<file path="config.mk">
export PLATFORM = sky130hd
export DESIGN_NAME = seg7_scan_flat
export DESIGN_NICKNAME = d
export VERILOG_FILES = /design/src/rtl/seg7_scan_pkg.sv /design/src/rtl/seg7_scan_if.sv /design/src/rtl/seg7_scan_hex_to_seg7.sv /design/src/rtl/seg7_scan.sv /design/src/flat_wrapper.sv
export SDC_FILE = /design/constraint.sdc
export NUM_CORES = 1
export LEC_CHECK = 0
export CAP_MARGIN = 15
export CORE_ASPECT_RATIO = 0.75
export CORE_MARGIN = 3
export CORE_UTILIZATION = 55
export CTS_BUF_LIST = sky130_fd_sc_hd__clkbuf_2
export DETAILED_ROUTE_END_ITERATION = 10
export PLACE_DENSITY = 0.83
export SETUP_SLACK_MARGIN = 0.15
export SLEW_MARGIN = 20
export SYNTH_ARGS = -nofsm -noshare
export SYNTH_HDL_FRONTEND = slang
export SYNTH_SLANG_ARGS = --single-unit
export TNS_END_PERCENT = 20
</file>
<file path="constraint.sdc">
create_clock -name clk -period 4.1 [get_ports clk]
set_input_delay 0.41 -clock clk [delete_from_list [all_inputs] [get_ports clk]]
set_output_delay 0.41 -clock clk [all_outputs]
set_load 0.02 [all_outputs]
</file>
<file path="src/rtl/seg7_scan_pkg.sv">
// Shared constants for the 7-segment scan driver: digit count default,
// hex-to-segment table, scan state encoding. Segment values are active-high.
package seg7_scan_pkg;

    localparam int DEF_NUM_DIGITS = 8;

    // Segment bit order is {g,f,e,d,c,b,a}; element n is the pattern for hex digit n.
    localparam logic [15:0][6:0] SEG_HEX = {
        7'h71, 7'h79, 7'h5E, 7'h39, 7'h7C, 7'h77, 7'h6F, 7'h7F,
        7'h07, 7'h7D, 7'h6D, 7'h66, 7'h4F, 7'h5B, 7'h06, 7'h3F
    };

    localparam logic [6:0] SEG_OFF = 7'h00;
    localparam logic       AN_OFF  = 1'b0;
    localparam logic       DP_OFF  = 1'b0;

    typedef enum logic {
        ST_UNPRIMED,
        ST_SCAN
    } scan_state_e;

    function automatic logic [6:0] hex_seg(input logic [3:0] nibble);
        return SEG_HEX[nibble];
    endfunction

endpackage

</file>
<file path="src/rtl/seg7_scan_if.sv">
// Control/display bundle between a value source and the seg7_scan driver.
interface seg7_scan_if #(
    parameter int NUM_DIGITS = 8
);
    logic                    tick;
    logic [4*NUM_DIGITS-1:0] value;
    logic [NUM_DIGITS-1:0]   dp_mask;
    logic                    blank_lz;
    logic [NUM_DIGITS-1:0]   an;
    logic [6:0]              seg;
    logic                    dp;
    logic                    frame_start;

    modport master (
        output tick, value, dp_mask, blank_lz,
        input  an, seg, dp, frame_start
    );

    modport slave (
        input  tick, value, dp_mask, blank_lz,
        output an, seg, dp, frame_start
    );

endinterface

</file>
<file path="src/rtl/seg7_scan_hex_to_seg7.sv">
// Combinational 4-bit nibble to active-high 7-segment pattern.
module hex_to_seg7
    import seg7_scan_pkg::*;
(
    input  logic [3:0] i_nibble,
    output logic [6:0] o_seg
);

    always_comb begin
        o_seg = hex_seg(i_nibble);
    end

endmodule

</file>
<file path="src/rtl/seg7_scan.sv">
// Multiplexed hex display driver: steps one digit per scan tick and shows a
// per-frame snapshot of the input value, with leading-zero blanking and DP mask.
module seg7_scan
    import seg7_scan_pkg::*;
#(
    parameter int NUM_DIGITS = DEF_NUM_DIGITS,
    parameter bit ACTIVE_LOW = 1'b1
) (
    input  logic      clk,
    input  logic      reset,
    seg7_scan_if.slave bus
);

    localparam int IDX_W = (NUM_DIGITS > 1) ? $clog2(NUM_DIGITS) : 1;
    localparam int VAL_W = 4 * NUM_DIGITS;
    localparam logic [IDX_W-1:0] LAST_IDX = IDX_W'(NUM_DIGITS - 1);

    localparam logic [NUM_DIGITS-1:0] AN_POL  = {NUM_DIGITS{ACTIVE_LOW}};
    localparam logic [6:0]            SEG_POL = {7{ACTIVE_LOW}};
    localparam logic [NUM_DIGITS-1:0] AN_RST  = {NUM_DIGITS{AN_OFF}} ^ AN_POL;
    localparam logic [6:0]            SEG_RST = SEG_OFF ^ SEG_POL;
    localparam logic                  DP_RST  = DP_OFF ^ ACTIVE_LOW;

    scan_state_e        r_state;
    scan_state_e        w_state_nxt;
    logic [IDX_W-1:0]   r_idx;
    logic [IDX_W-1:0]   w_idx_nxt;
    logic [VAL_W-1:0]   r_shadow;
    logic [VAL_W-1:0]   w_shadow_nxt;
    logic               w_reload;

    logic [IDX_W+1:0]   w_bitpos;
    logic [3:0]         w_nibble;
    logic [VAL_W-1:0]   w_upper;
    logic               w_blank;
    logic [6:0]         w_seg_hex;
    logic [6:0]         w_seg_hi;
    logic [NUM_DIGITS-1:0] w_an_hi;
    logic               w_dp_hi;

    logic [NUM_DIGITS-1:0] r_an;
    logic [6:0]         r_seg;
    logic               r_dp;
    logic               r_frame_start;

    always_ff @(posedge clk) begin
        if (reset) begin
            r_state  <= ST_UNPRIMED;
            r_idx    <= '0;
            r_shadow <= '0;
        end else begin
            r_state  <= w_state_nxt;
            r_idx    <= w_idx_nxt;
            r_shadow <= w_shadow_nxt;
        end
    end

    // A frame (re)starts on the first tick after reset or after the last digit.
    always_comb begin
        w_state_nxt  = r_state;
        w_idx_nxt    = r_idx;
        w_shadow_nxt = r_shadow;
        w_reload     = 1'b0;
        if (bus.tick) begin
            if (r_state == ST_UNPRIMED || r_idx == LAST_IDX) begin
                w_reload     = 1'b1;
                w_idx_nxt    = '0;
                w_shadow_nxt = bus.value;
                w_state_nxt  = ST_SCAN;
            end else begin
                w_idx_nxt = r_idx + IDX_W'(1);
            end
        end
    end

    // Outputs are decoded from the post-edge index/snapshot so they land with it.
    always_comb begin
        w_bitpos = {w_idx_nxt, 2'b00};
        w_nibble = w_shadow_nxt[w_bitpos +: 4];
        w_upper  = w_shadow_nxt >> w_bitpos;
        w_blank  = bus.blank_lz && (w_idx_nxt != '0) && (w_upper == '0);
        w_seg_hi = w_blank ? SEG_OFF : w_seg_hex;
        w_an_hi  = NUM_DIGITS'(1) << w_idx_nxt;
        w_dp_hi  = bus.dp_mask[w_idx_nxt];
    end

    hex_to_seg7 u_hex (
        .i_nibble (w_nibble),
        .o_seg    (w_seg_hex)
    );

    always_ff @(posedge clk) begin
        if (reset) begin
            r_an          <= AN_RST;
            r_seg         <= SEG_RST;
            r_dp          <= DP_RST;
            r_frame_start <= 1'b0;
        end else begin
            r_frame_start <= w_reload;
            if (bus.tick) begin
                r_an  <= w_an_hi ^ AN_POL;
                r_seg <= w_seg_hi ^ SEG_POL;
                r_dp  <= w_dp_hi ^ ACTIVE_LOW;
            end
        end
    end

    assign bus.an          = r_an;
    assign bus.seg         = r_seg;
    assign bus.dp          = r_dp;
    assign bus.frame_start = r_frame_start;

endmodule

</file>
<file path="src/flat_wrapper.sv">
// flat-port wrapper written by rule: the top's interface ports become plain ports
module seg7_scan_flat import seg7_scan_pkg::*;
#(
    parameter int NUM_DIGITS = DEF_NUM_DIGITS,
    parameter bit ACTIVE_LOW = 1'b1
)
  (clk, reset, bus_tick, bus_value, bus_dp_mask, bus_blank_lz, bus_an, bus_seg, bus_dp, bus_frame_start);
  seg7_scan_if #(.NUM_DIGITS(NUM_DIGITS)) bus_i ();
  input  logic clk;
  input  logic reset;
  input wire logic [$bits(bus_i.tick)-1:0] bus_tick;
  input wire logic [$bits(bus_i.value)-1:0] bus_value;
  input wire logic [$bits(bus_i.dp_mask)-1:0] bus_dp_mask;
  input wire logic [$bits(bus_i.blank_lz)-1:0] bus_blank_lz;
  output wire logic [$bits(bus_i.an)-1:0] bus_an;
  output wire logic [$bits(bus_i.seg)-1:0] bus_seg;
  output wire logic [$bits(bus_i.dp)-1:0] bus_dp;
  output wire logic [$bits(bus_i.frame_start)-1:0] bus_frame_start;
  assign bus_i.tick = bus_tick;
  assign bus_i.value = bus_value;
  assign bus_i.dp_mask = bus_dp_mask;
  assign bus_i.blank_lz = bus_blank_lz;
  assign bus_an = bus_i.an;
  assign bus_seg = bus_i.seg;
  assign bus_dp = bus_i.dp;
  assign bus_frame_start = bus_i.frame_start;
  seg7_scan #(.NUM_DIGITS(NUM_DIGITS), .ACTIVE_LOW(ACTIVE_LOW)) u_core (.clk(clk), .reset(reset), .bus(bus_i));
endmodule
</file>
==> metrics.md <==
| Metric | Value |
|---|---|
| Top_reg_cell synth | sky130_fd_sc_hd__dfxtp_1 |
| Required time of the critical path | 4.51 ns |
| Core Box Area | 0.005886 sq mm |
| Layout Cells excl Fill | 573 |
| Number of synthesized flops with an enable pin | 0 |
| Highest clock frequency the design can meet | 268.0 MHz |
| Post-synth design cell area | 0.003388 sq mm |
| Unrepaired setup endpoints after global routing | false |
| Largest fanout of any net on the critical path | 12 |
| Share of the clock period used by the worst path after layout | 91.01% |
| Final-layout fill cell count | 503 |
| Number of warnings issued by yosys | 0 |
| Part of the Yosys area used for sequential elements | 31.31% |
| Count of final hold-check violations | 0 |
| Synth async-reset ratio | 0% |
| Remaining global-route overflow | 0 |
| Cell repeated most along the worst path | sky130_fd_sc_hd__ha_1 |
| Setup Total Neg Slack | 0 ns |
| Number of hold-repair buffers added at the cts stage | 0 |
| Share of layout cells above drive strength 1 | 10.91% |
| Final cell area excluding filler cells | between 0.004 and 0.005 sq mm |
| IR drop worst, VDD | 0.2227 mV |
| Via count of the first global-routing pass | 3,403 |
| Pre-CTS WS | 0.3060 ns |
| Final weighted congestion in routability-driven placement | 0.9319 |
| Cts repair resizes | 0 |
| Final net count | 546 |
| Die height | around 74 um |
| Initial DRC count | between 300 and 400 |
| Chain of cells forming the critical path | ha_1 > ha_1 > nand2b_2 > nand2_1 > buf_4 > mux2i_1 > o22ai_1 > o21ai_0 > o31ai_1 > inv_1 > ha_1 > o211a_1 > nand3_2 > nor3b_4 > o32a_1 |
| Area contributors post-synth | sky130_fd_sc_hd__dfxtp_1 31%, sky130_fd_sc_hd__nand2_1 8.4%, sky130_fd_sc_hd__a21oi_1 6.1% |
| # diodes | 0 |
| Die outline area | ~0.0071 sq mm |
| Worst Hold Class | input port to flop |
| Worst slew margin relative to its limit | 34.59% |
| Area post-placement | slightly above 0.004 sq mm |
| Worst R2R Setup Slack | roughly 0.37 ns |
| HPWL after detailed placement | roughly 8000 um |
| WL/cell | 18.66 um |
| Number of unique standard cell types used by synthesis | 67 |
| Leakage dissipation | 1.580 nW |
| Max-capacitance violation count | 0 |
| Biggest area consumer among synthesized cells | sky130_fd_sc_hd__dfxtp_1 |
| Synthesized area per cell | 7.736 sq um |
| Commonest non-fill, non-tap cells in the layout | 76 x sky130_fd_sc_hd__nand2_1, 60 x sky130_fd_sc_hd__clkdlybuf4s50_1, 53 x sky130_fd_sc_hd__dfxtp_1, 41 x sky130_fd_sc_hd__a21oi_1, 37 x sky130_fd_sc_hd__nor2_1 |
| Count of buffers inserted at the top-level ports | 60 |
| Power density relative to cell area | 294.6 mW/mm^2 |
| Layout-stage area growth over the synthesis result | 22.53% |
| Crit path setup slack, layout | between 0.3 and 0.4 ns |
| Wire length of the first global-routing pass | approximately 17,000 um |
| Ratio of routed vias to standard cells | 6.351 |
| Clock tree sinks | 53 |
| Largest incremental delay on the critical path | 0.44 ns |
| Detailed-router iteration count before antenna repair | 5 |
| Clock Pin Slew Worst Setup and Hold Paths | 0.33 ns |
| Total DRC errors in the routed layout | 0 |
| Total number of vias | 3,639 |
| CTS Buffer Depth | 2 |
| Type of destination of the critical path | flop |
| Share of Yosys cell area claimed by the top area cell type | between 30 and 40% |
| Post-CTS setup buffer count | 0 |
| Worst path buffer plus inverter count | 2 |
| Instance count after placement with tap cells included | 565 |
| Number of antenna violations at the first check in global routing | 0 |
| Setup skew after layout | ~0.054 ns |
| Num CTS Buffers | 5 |
| Starting density of the core | a little under three fifths |
| Setup violation total in the final timing report | 0 |
| Critical path class | flop to flop |
| Master cell of the clock root buffer | sky130_fd_sc_hd__clkbuf_2 |
| Worst Max-Slew Pin Slew | 0.9791 ns |
| Result of the run | finished clean |
| Number of instances in the synthesized netlist | 438 |
| Rows | 24 |
| Post-layout minimum cycle time | 3.731 ns |
| Final design utilization | 70.54% |
| Wirelength, routed | 10,700 um |
| Worst-Skew Late Latency | slightly below 0.5 ns |
| Pin count of the biggest net entering global routing | 32 |
| Residual antenna-violating net count after detailed routing | 0 |
| Count of pins over their slew limit | 0 |
| Number of synthesized register bits | 53 |
| Overall global routing resource usage | 29.42% |
| Clock H-tree levels | 2 |
| Data arrival, critical path | 4.14 ns |
| Synthesized Nets | slightly below 500 |
| Worst path slowest cell | sky130_fd_sc_hd__nand2_1 |
| Worst Setup Start Kind | flop |
| CTS tree | built |
| Die X-Extent | 96.63 um |
| Number of top-level design ports | 61 |
| Top cell family by delay on the critical path | simple AND/OR/NAND/NOR gates |
| Most common cell after layout, fill and taps aside | sky130_fd_sc_hd__nand2_1 |
-- cells by family after synthesis --
| group | count (synthesis) | synth area share [%] |
|---|---|---|
| flops | 53 | 31.31 |
| buf+inv | 40 | 5.465 |
| fa+ha+maj | 8 | 2.954 |
| mux | 26 | 8.382 |
| simple gates | 182 | 26.07 |
| compound gates | 129 | 25.81 |
-- final timing paths --
kind | cells past startpoint | endpoint | from
setup / recovery | 15 | u_core.bus.seg[1] | u_core.r_idx[1]
hold / removal | 3 | u_core.r_shadow[2] | bus_value[2]
setup reg to reg | 15 | u_core.bus.seg[1] | u_core.r_idx[1]
hold reg to reg | 2 | u_core.r_shadow[0] | u_core.r_shadow[0]
-- state kept, by name (all words and copies together) (netlist names) --
name                    cells
u_core.r_shadow            32
u_core.bus.an               8
u_core.bus.dp               1
u_core.bus.seg              7
u_core.r_state              1
u_core.r_idx                3
u_core.bus.frame_start      1
-- Yosys cell counts (4+ instances only) --
| library cell | instances |
|---|---|
| sky130_fd_sc_hd__nand2_1 | 76 |
| sky130_fd_sc_hd__dfxtp_1 | 53 |
| sky130_fd_sc_hd__a21oi_1 | 41 |
| sky130_fd_sc_hd__nor2_1 | 38 |
| sky130_fd_sc_hd__o21ai_0 | 23 |
| sky130_fd_sc_hd__mux2i_1 | 16 |
| sky130_fd_sc_hd__clkbuf_1 | 11 |
| sky130_fd_sc_hd__inv_1 | 10 |
| sky130_fd_sc_hd__nand2b_1 | 10 |
| sky130_fd_sc_hd__nor3_1 | 10 |
| sky130_fd_sc_hd__a211oi_1 | 9 |
| sky130_fd_sc_hd__mux2_2 | 9 |
| sky130_fd_sc_hd__ha_1 | 8 |
| sky130_fd_sc_hd__nor4_1 | 8 |
| sky130_fd_sc_hd__buf_2 | 7 |
| sky130_fd_sc_hd__nand3_1 | 7 |
| sky130_fd_sc_hd__o22ai_1 | 7 |
| sky130_fd_sc_hd__nor2b_1 | 6 |
| sky130_fd_sc_hd__buf_1 | 5 |
| sky130_fd_sc_hd__buf_4 | 5 |
| sky130_fd_sc_hd__o211ai_1 | 5 |
| sky130_fd_sc_hd__o22a_1 | 4 |
| sky130_fd_sc_hd__o32a_1 | 4 |
-- report_power, final --
group / total [W] / switching, W / internal, W
sequential: 0.000574 / 0.0000270 / 0.000547
clock: 0.000288 / 0.000184 / 0.000104
combinational: 0.000361 / 0.000196 / 0.000165
total: 0.00122 / 0.000407 / 0.000816
-- cell type report --
class	count	area, sq um	share of cell area, %
inverters	11	41.29	0.9946
clock buffers	5	25.02	0.6028
repair buffers	78	735.7	17.72
multi-input cells	345	2145	51.66
well taps	78	97.59	2.351
flip-flops and latches	53	1061	25.56
clock inverters	3	46.29	1.115
-- worst register-to-register path, delay by kind of cell (launching register included) --
| family | cells | cell delay (ns) |
|---|---|---|
| and+or+nand+nor | 4 | 1.09 |
| AOI/OAI and AO/OA | 5 | 0.80 |
| adders and majority gates | 3 | 0.66 |
| DFF | 1 | 0.43 |
| buffers and inverters | 2 | 0.41 |
| muxes | 1 | 0.27 |
-- routing by layer --
layer / up-vias / global-route usage, % / routed length [um]
met5: - / 0 / 0
li1: 1710 / - / -
met3: 22 / 5.436 / 1035
met4: 0 / 7.788 / 177
met1: 1691 / 42.11 / 4873
met2: 216 / 46.25 / 4608
-- per-stage QoR --
stage / hold WS [ns] / total power [W]
final: 0.4453 / 0.001223
after global routing: 0.4255 / 0.001278
after CTS: 0.4541 / 0.001220
after detailed placement: 0.4596 / 0.0009362
after global placement: 0.4455 / 0.0009321
after floorplan: 0.4366 / 0.0007980
(Power assumes the default switching activity.)
